## config.mk

```make
export PLATFORM = sky130hd
export DESIGN_NAME = du_share_ctrl
export DESIGN_NICKNAME = d
export VERILOG_FILES = /design/src/rtl/du_share_ctrl_pkg.sv /design/src/rtl/du_share_ctrl_du.sv /design/src/rtl/du_share_ctrl_rr_arbiter.sv /design/src/rtl/du_share_ctrl.sv
export SDC_FILE = /design/constraint.sdc
export NUM_CORES = 1
export LEC_CHECK = 0
export CAP_MARGIN = 20
export CORE_UTILIZATION = 55
export DETAILED_ROUTE_END_ITERATION = 10
export PLACE_DENSITY_LB_ADDON = 0.12
export SLEW_MARGIN = 20
export SYNTH_ARGS = -nofsm -noshare
export SYNTH_HDL_FRONTEND = slang
export SYNTH_SLANG_ARGS = --single-unit
```

## constraint.sdc

```tcl
create_clock -name clk -period 10.3 [get_ports clk]
set_clock_uncertainty 0.15 [all_clocks]
set_input_delay 2.06 -clock clk [delete_from_list [all_inputs] [get_ports clk]]
set_output_delay 2.06 -clock clk [all_outputs]
set_load 0.01 [all_outputs]
```

## src/rtl/du_share_ctrl_pkg.sv

```systemverilog
// rtl/du_share_ctrl_pkg.sv - constants, types and Mitchell log2 helper for the shared DU controller
package du_share_ctrl_pkg;
  localparam int Q = 16;
  localparam int W = 64;

  typedef logic signed [W-1:0] q48_16_t;

  typedef struct packed {
    q48_16_t exp;
    logic    sign;
    logic    zero;
  } du_rsp_t;

  // log2(x) ~= msb + (x / 2^msb - 1); x is an unsigned Q48.16 magnitude, result is signed Q48.16
  function automatic q48_16_t mitchell_log2(input logic [W-1:0] x);
    int           p;
    logic [Q-1:0] frac;
    p = 0;
    for (int i = 0; i < W; i++) begin
      if (x[i]) p = i;
    end
    frac = Q'((x << (W - 1 - p)) >> (W - 1 - Q));
    return (q48_16_t'(p - Q) <<< Q) + $signed({{(W-Q){1'b0}}, frac});
  endfunction
endpackage

```

## src/rtl/du_share_ctrl_du.sv

```systemverilog
// rtl/du_share_ctrl_du.sv - combinational log-domain divider: log2|F/(1+s_xi)| and result sign
module du_share_ctrl_du
  import du_share_ctrl_pkg::*;
(
  input  q48_16_t f_i,
  input  q48_16_t sxi_i,
  output q48_16_t exp_o,
  output logic    sign_o
);
  q48_16_t      den;
  logic [W-1:0] f_mag;
  logic [W-1:0] den_mag;

  always_comb begin
    den     = sxi_i + (q48_16_t'(1) <<< Q);
    f_mag   = f_i[W-1] ? -f_i : f_i;
    den_mag = den[W-1] ? -den : den;
    sign_o  = f_i[W-1] ^ den[W-1];
    exp_o   = mitchell_log2(f_mag) - mitchell_log2(den_mag);
  end
endmodule

```

## src/rtl/du_share_ctrl_rr_arbiter.sv

```systemverilog
// rtl/du_share_ctrl_rr_arbiter.sv - round-robin arbiter, pointer moves past the winner on advance
module rr_arbiter #(
  parameter  int N_REQ = 2,
  localparam int ID_W  = $clog2(N_REQ)
) (
  input  logic             clk_i,
  input  logic             rst_ni,
  input  logic [N_REQ-1:0] req_i,
  input  logic             advance_i,
  output logic [N_REQ-1:0] grant_o,
  output logic [ID_W-1:0]  grant_idx_o
);
  logic [ID_W-1:0] ptr_q;
  logic [ID_W-1:0] ptr_d;

  always_comb begin
    int k;
    k           = 0;
    grant_o     = '0;
    grant_idx_o = ptr_q;
    // walk from farthest to nearest so the closest request at/after the pointer wins
    for (int i = N_REQ - 1; i >= 0; i--) begin
      k = int'(ptr_q) + i;
      if (k >= N_REQ) k = k - N_REQ;
      if (req_i[k]) grant_idx_o = ID_W'(k);
    end
    if (req_i != '0) grant_o[grant_idx_o] = 1'b1;
    ptr_d = ptr_q;
    if (advance_i) begin
      ptr_d = (int'(grant_idx_o) == N_REQ - 1) ? '0 : grant_idx_o + 1'b1;
    end
  end

  always_ff @(posedge clk_i) begin
    if (!rst_ni) ptr_q <= '0;
    else         ptr_q <= ptr_d;
  end
endmodule

```

## src/rtl/du_share_ctrl.sv

```systemverilog
// rtl/du_share_ctrl.sv - shares one DU between N_REQ lanes with a two-stage valid/ready pipeline
module du_share_ctrl
  import du_share_ctrl_pkg::*;
#(
  parameter  int N_REQ = 2,
  localparam int ID_W  = $clog2(N_REQ)
) (
  input  logic               clk,
  input  logic               rst_n,
  input  logic [N_REQ-1:0]   req_valid,
  output logic [N_REQ-1:0]   req_ready,
  input  logic [N_REQ*W-1:0] req_f,
  input  logic [N_REQ*W-1:0] req_sxi,
  output logic               rsp_valid,
  input  logic               rsp_ready,
  output logic [W-1:0]       rsp_exponent,
  output logic               rsp_sign,
  output logic               rsp_zero,
  output logic [ID_W-1:0]    rsp_id,
  output logic               idle
);
  logic [N_REQ-1:0] grant;
  logic [ID_W-1:0]  grant_idx;
  logic             b_adv;
  logic             a_free;
  logic             accept;
  logic             a_vld_q, a_vld_d;
  logic             b_vld_q, b_vld_d;
  q48_16_t          a_f_q, a_sxi_q;
  logic [ID_W-1:0]  a_id_q, b_id_q;
  du_rsp_t          b_rsp_q, du_rsp;
  q48_16_t          du_exp;
  logic             du_sign;

  rr_arbiter #(.N_REQ(N_REQ)) u_arb (
    .clk_i       (clk),
    .rst_ni      (rst_n),
    .req_i       (req_valid),
    .advance_i   (accept),
    .grant_o     (grant),
    .grant_idx_o (grant_idx)
  );

  du_share_ctrl_du u_du (
    .f_i    (a_f_q),
    .sxi_i  (a_sxi_q),
    .exp_o  (du_exp),
    .sign_o (du_sign)
  );

  always_comb begin
    b_adv     = a_vld_q & (~b_vld_q | rsp_ready);
    a_free    = ~a_vld_q | b_adv;
    req_ready = (a_free & rst_n) ? grant : '0;
    accept    = |(req_valid & req_ready);
    a_vld_d   = accept | (a_vld_q & ~b_adv);
    b_vld_d   = b_adv | (b_vld_q & ~rsp_ready);
    // a zero numerator has no logarithm; report it as a flag with a clean payload
    du_rsp.zero = (a_f_q == '0);
    du_rsp.exp  = du_rsp.zero ? '0 : du_exp;
    du_rsp.sign = du_rsp.zero ? 1'b0 : du_sign;
  end

  always_ff @(posedge clk) begin
    if (!rst_n) begin
      a_vld_q <= 1'b0;
      a_f_q   <= '0;
      a_sxi_q <= '0;
      a_id_q  <= '0;
      b_vld_q <= 1'b0;
      b_rsp_q <= '0;
      b_id_q  <= '0;
    end else begin
      a_vld_q <= a_vld_d;
      b_vld_q <= b_vld_d;
      if (accept) begin
        a_f_q   <= req_f[grant_idx*W +: W];
        a_sxi_q <= req_sxi[grant_idx*W +: W];
        a_id_q  <= grant_idx;
      end
      if (b_adv) begin
        b_rsp_q <= du_rsp;
        b_id_q  <= a_id_q;
      end
    end
  end

  assign rsp_valid    = b_vld_q;
  assign rsp_exponent = b_rsp_q.exp;
  assign rsp_sign     = b_rsp_q.sign;
  assign rsp_zero     = b_rsp_q.zero;
  assign rsp_id       = b_id_q;
  assign idle         = ~a_vld_q & ~b_vld_q;
endmodule

```

==> results by group <==
Drt
  – TritonRoute pass-1 iters: 7
  – DR vias: 29.3k
  – Initial DRC Count: 4531
  – Final antenna-violating net count: 0
  – DR DRC count: 0
  – DR vias/cell: 6.84
  – Routed WL per cell: 22.7 um
  – WL final: 97300 um

Clock tree
  – Worst-path clk slew: 100 ps
  – TritonCTS clock tree: yes
  – CTS root buf: clkbuf_16
  – Hold Buf Count CTS: 0
  – Cts bufs inserted: 17
  – Htree depth: 4
  – Max clock buf depth: 2
  – Clk Latency, worst-skew pair: 510 ps
  – Clk sinks: 199

Synthesis
  – Synth Area in Adders: 3.02%
  – Mapped Nets: 3726
  – Post-synthesis mux area share: 13.8%
  – Number of synthesized flops with an enable pin: 0
  – Synth Warn #: 0
  – Post-Syn Area: 0.0251 mm2
  – Ys flop type: dfxtp_1
  – Syn_area_per_cell: 7.38 um2
  – Compound-cell area share of the yosys netlist: 30.5%
  – Yosys cell types: 116
  – Synth Register Bits: 199
  – Async S/R FF share, synth: 0%
  – Syn Inst Count: 3405
  – Post-synthesis xor/xnor area fraction: 7.56%
  – Synth Area in Simple Gates: 22.9%
  – Part of the Yosys area used for sequential elements: 15.8%
  – Combinational family with the most area after synthesis: compound AO/OA/AOI/OAI gates

Critical path
  – Req. time, crit path: 10550 ps
  – WS Path Type: reg2reg
  – Slowest cell delay on critical path: 730 ps
  – Buf+Inv Stages, Crit Path: 5
  – Worst EP arrival: 10170 ps
  – Kind of end point of the critical path: flip-flop
  – Cell family with the largest share of critical-path delay: compound AO/OA/AOI/OAI gates
  – CP max FO: 41
  – Startpoint types: flip-flop
  – Crit-path most repeated cell: a21oi_1
  – Slowest CP cell: or4_1

GRT
  – Number of global-route vias before repair: 26.3k
  – Pin count of the biggest net entering global routing: 108
  – Antenna violations before repair: 0
  – Global-route usage over all layers: 39.7%
  – First-pass GRT wire length: 149000 um
  – GRT Residual Overflow: 0

Power
  – Leak: 12.1 nW
  – Maximum vdd ir drop: 0.000257 V
  – Cell area power density: 223 mW/mm2

Placed design
  – PortBufs: 331
  – Dpl hpwl: 75400 um
  – Dpl cell area: 0.0295 mm2
  – Gpl congestion: 1.03

Run
  – Max Cap Violations: 0

Timing
  – Setup violators final: 0
  – Fin Hold WS: 313 ps
  – Upper clock frequency limit: 101 MHz
  – Final Max Slew Viols: 0
  – Hold Vio Cnt, Final: 0
  – Minimum clock period: 9920 ps
  – Crit share post-route: 96.3%
  – Worst Tran Pin Value: 1060 ps
  – Max-slew headroom: 28.9%

Die
  – # IOs: 332
  – Core Area: 0.0446 mm2
  – Row Count: 77
  – Die area: 0.0466 mm2
  – Die Span Y: 216 um
  – Die extent in x: 216 um
  – Initial core utilization: 56.4%

Outcome
  – Status: finished, final reports clean

Layout
  – Nets: 3995
  – Share of post-route cells with drive strength above 1: 13.2%
  – Layout area overhead: 23.3%
  – # diodes: 0
  – Final instance area: 0.0310 mm2

Hold path
  – HP Class: reg2reg
[cell usage after synthesis (43+ instances only)]
cell | count | area [um2]
ha_1 | 59 | 738
nand4_1 | 61 | 382
mux2i_1 | 289 | 2890
a21o_1 | 47 | 353
a21oi_1 | 141 | 706
a211oi_1 | 43 | 323
nand3_1 | 79 | 395
buf_2 | 47 | 235
nand2_1 | 369 | 1390
clkbuf_1 | 204 | 766
nor3_1 | 80 | 400
xor2_1 | 111 | 972
a21boi_0 | 135 | 1010
inv_1 | 98 | 368
xnor2_1 | 103 | 902
nor2_1 | 230 | 863
a22oi_1 | 169 | 1270
o21ai_0 | 138 | 691
dfxtp_1 | 199 | 3980
nor2b_1 | 48 | 300
[stage by stage]
step	instances	worst slack (ps)	power, mW	utilization, %	setup TNS (ps)
after global routing	4279	-82.1	7.31	69.5	-141
after detailed placement	4218	-128	5.88	66.1	-691
final	4279	383	6.93	69.5	0
after global placement	4218	288	5.77	66.1	0
after CTS	4252	29.0	6.63	67.8	0
after floorplan	3405	909	4.36	-	0
[path summary, 6_finish.rpt]
check | start | to | slack (ps) | cells after the start
worst max-delay path | a_f_q[0]$_SDFFE_PN0P_ | rsp_exponent[56]$_SDFFE_PN0P_ | 380 | 42
worst max register to register | a_f_q[0]$_SDFFE_PN0P_ | rsp_exponent[56]$_SDFFE_PN0P_ | 380 | 42
worst min-delay path | rsp_exponent[45]$_SDFFE_PN0P_ | rsp_exponent[45]$_SDFFE_PN0P_ | 310 | 1
worst min register to register | rsp_exponent[45]$_SDFFE_PN0P_ | rsp_exponent[45]$_SDFFE_PN0P_ | 310 | 1
[final cells by class]
class | instances | area, um2
well taps | 592 | 741
repair buffers | 538 | 4980
multi-input cells | 2813 | 20200
inverters | 105 | 397
clock buffers | 17 | 425
clock inverters | 15 | 221
fillers | 3610 | 13600
flip-flops and latches | 199 | 4010
[state kept, by name (all words and copies together) (netlist names)]
register	cells
a_id_q	1
rsp_valid	1
rsp_zero	1
u_arb.ptr_q	1
a_vld_q	1
a_f_q	64
a_sxi_q	64
rsp_sign	1
rsp_id	1
rsp_exponent	64
[layer usage]
layer  wire length [um]  share of wire, %  GRT usage, %  up-vias
met5                  0                 0             0        -
met4               2990               3.1          12.4        0
met3              11200                12          9.01      230
met2              42400                44          60.3     1929
met1              40600                42          55.3    13800
li1                   -                 -             -    13300
[cell usage in the layout (no fill, tap or decap), drive strengths merged, types with 48 or more instances in the layout]
cell / Yosys / routed
nand3: 79 / 79
a21boi: 136 / 136
xor2: 111 / 111
nand2: 371 / 371
nor2: 230 / 230
mux2i: 289 / 289
xnor2: 104 / 104
dfxtp: 199 / 199
a22oi: 169 / 169
nor4: 49 / 49
nand4: 62 / 62
a21oi: 145 / 145
clkdlybuf4s50: 0 / 330
inv: 104 / 114
buf: 83 / 207
o21ai: 145 / 145
nor3: 86 / 86
ha: 59 / 59
nor2b: 48 / 48
[worst register-to-register path: cells and delay by family, from the launching register on]
family | cells | cell delay [ps]
compound gates | 20 | 3630
xor+xnor | 2 | 430
fa+ha+maj | 4 | 1120
buf+inv | 5 | 950
flops | 1 | 470
mux | 4 | 990
simple gates | 7 | 2090
[timing repair]
action,4_1_cts,5_1_grt
pin swaps,1,20
endpoints found under the setup margin,21,33
gates resized for setup,11,123
buffers inserted,2,27
[kinds of logic (layout without fill, tap and decap cells)]
family / count (synthesis) / in the layout
AOI/OAI and AO/OA: 1059 / 1059
xor gates and xnor gates: 215 / 215
DFF: 199 / 199
muxes: 334 / 334
and+or+nand+nor: 1145 / 1145
buffers and inverters: 393 / 675
adders and majority gates: 60 / 60
[power breakdown]
part	switching, mW	total (mW)	internal [mW]
Clock	0.388	0.730	0.343
Combinational	3.01	5.20	2.18
Sequential	0.127	0.998	0.871
Total	3.53	6.93	3.40
No activity file was read; power rests on OpenSTA's default activity.
==> RTL change (same flow settings) <==
The package constant `W` goes from 64 to 60.
--- a/src/rtl/du_share_ctrl_pkg.sv
+++ b/src/rtl/du_share_ctrl_pkg.sv
@@ -1,7 +1,7 @@
 // rtl/du_share_ctrl_pkg.sv - constants, types and Mitchell log2 helper for the shared DU controller
 package du_share_ctrl_pkg;
   localparam int Q = 16;
-  localparam int W = 64;
+  localparam int W = 60;
 
   typedef logic signed [W-1:0] q48_16_t;
 
Ports: changed (resized req_f, req_sxi and rsp_exponent); port bits go from 332 to 312. No check against the original RTL was run, so the function may have changed too.
==> RTL change against the unedited design <==
  * Setup slack got worse by 0.32 ns
  * Largest cell class unchanged
  * Critical path type unchanged
  * Via count is 2.6% higher
  * Cell area is 0.99% higher
  * Power up 24%
  * Synthesized cell count grew 1.7%
  * Wire length grew 2.2%
  * Area after synthesis is 2.4% lower
  * Sequential share of layout area is 0.97 points lower
  * Sequential cell count fell by 12
  * Critical path depth rose by 5
==> RTL change: results (changes against the unedited design) <==
FINAL LAYOUT
--------------------------------------------------------------------------------
Number of fill cells in the layout                                          3547   -1.7%
Layout cell share with drive strength beyond 1                             0.172   +0.0405
Non-Clock Buffer Area Fraction                                             0.194   +0.0331
Clock buf/inv share                                                       0.0198   -0.00108
Number of non-clock buffers in the layout                                    692   +29%
Number of inverters outside the clock class in the layout                    106   +0.95%
Non-filler instance count after layout                                      4475   +4.6%
Final cell area excluding filler cells                              0.0313 sq mm   +0.99%
Fraction of area in registers                                              0.120   -0.00971

LOGIC SYNTHESIS
--------------------------------------------------------------------------------
Top cells by instance count after synthesis                         sky130_fd_sc_hd__nand2_1, sky130_fd_sc_hd__nor2_1, sky130_fd_sc_hd__clkbuf_1, sky130_fd_sc_hd__dfxtp_1, sky130_fd_sc_hd__a21oi_1
Share of the yosys chip area belonging to registers                        0.153   -0.00589
Mean area per synthesized cell                                        7.09 sq um   -4.0%
Syn_nets                                                                    3769   +1.2%
Proportion of synthesized area in mux cells                               0.0975   -0.0408
Xor/xnor share of the synthesized area                                    0.0703   -0.00538
Compound-Gate Fraction of Synth Area                                       0.324   +0.0188
Netlist cell types                                                           114   -1.7%

PWR
--------------------------------------------------------------------------------
Peak supply drop                                                          367 uV   +43%

DRT
--------------------------------------------------------------------------------
WL/cell                                                                  22.2 um   -2.3%
1st-pass router iterations                                                     6   -1

SETUP PATH
--------------------------------------------------------------------------------
Worst r2r src                                                       a_sxi_q[18]$_SDFFE_PN0P_
Max FO, Critical Path                                                         21   -49%
Crit-path slowest cell                                              sky130_fd_sc_hd__nor4_1
Depth of the most critical reg-to-reg path                                    47   +12%

STA
--------------------------------------------------------------------------------
Post-layout worst setup margin                                         0.0599 ns   -0.323 ns
Final Hold Slack                                                        0.307 ns   -0.00564 ns

PLACE
--------------------------------------------------------------------------------
Post-Place Cells                                                            4420   +4.8%
Buffers added on ports                                                       311   -6.0%
Detailed-placement wirelength estimate                                  76200 um   +1.1%

GLOBAL ROUTING
--------------------------------------------------------------------------------
Wire length of the first global-routing pass                           151000 um   +1.9%
Number of antenna violations at the first check in global routing              1   +1
Pin count of the biggest net entering global routing                         121   +12%

RUN STATUS
--------------------------------------------------------------------------------
Outcome                                                             finished, final reports clean

==> RTL change: critical path, delay by kind of cell, from the launching register on <==
| kind | cells | cell delay, ns |
|---|---|---|
| fa+ha+maj | 3 | 0.82 |
| xor+xnor | 2 | 0.43 |
| buf+inv | 4 | 0.79 |
| compound gates | 29 | 5.43 |
| simple gates | 7 | 1.56 |
| flops | 1 | 0.42 |
| mux | 2 | 0.52 |
==> RTL change: report_power, final <==
group / internal (uW) / switching, uW / total [uW]
registers: 814 / 73.5 / 888
clock network: 351 / 360 / 711
logic: 2910 / 4050 / 6960
total: 4080 / 4480 / 8560
==> RTL change: repair_timing <==
action | in CTS | in global routing
gates cloned | 1 | 2
pin swaps | 3 | 21
hold buffers | 0 | 0
setup buffers | 3 | 17
endpoints found under the hold margin | 0 | 0
setup endpoints to repair | 19 | 27
gates resized for setup | 31 | 96
==> RTL change: metal layers <==
metal  global-route usage  share of wire
met5                    0        0.00012
met4                0.154          0.037
met3                0.104           0.12
met2                0.651           0.43
met1                0.566           0.41
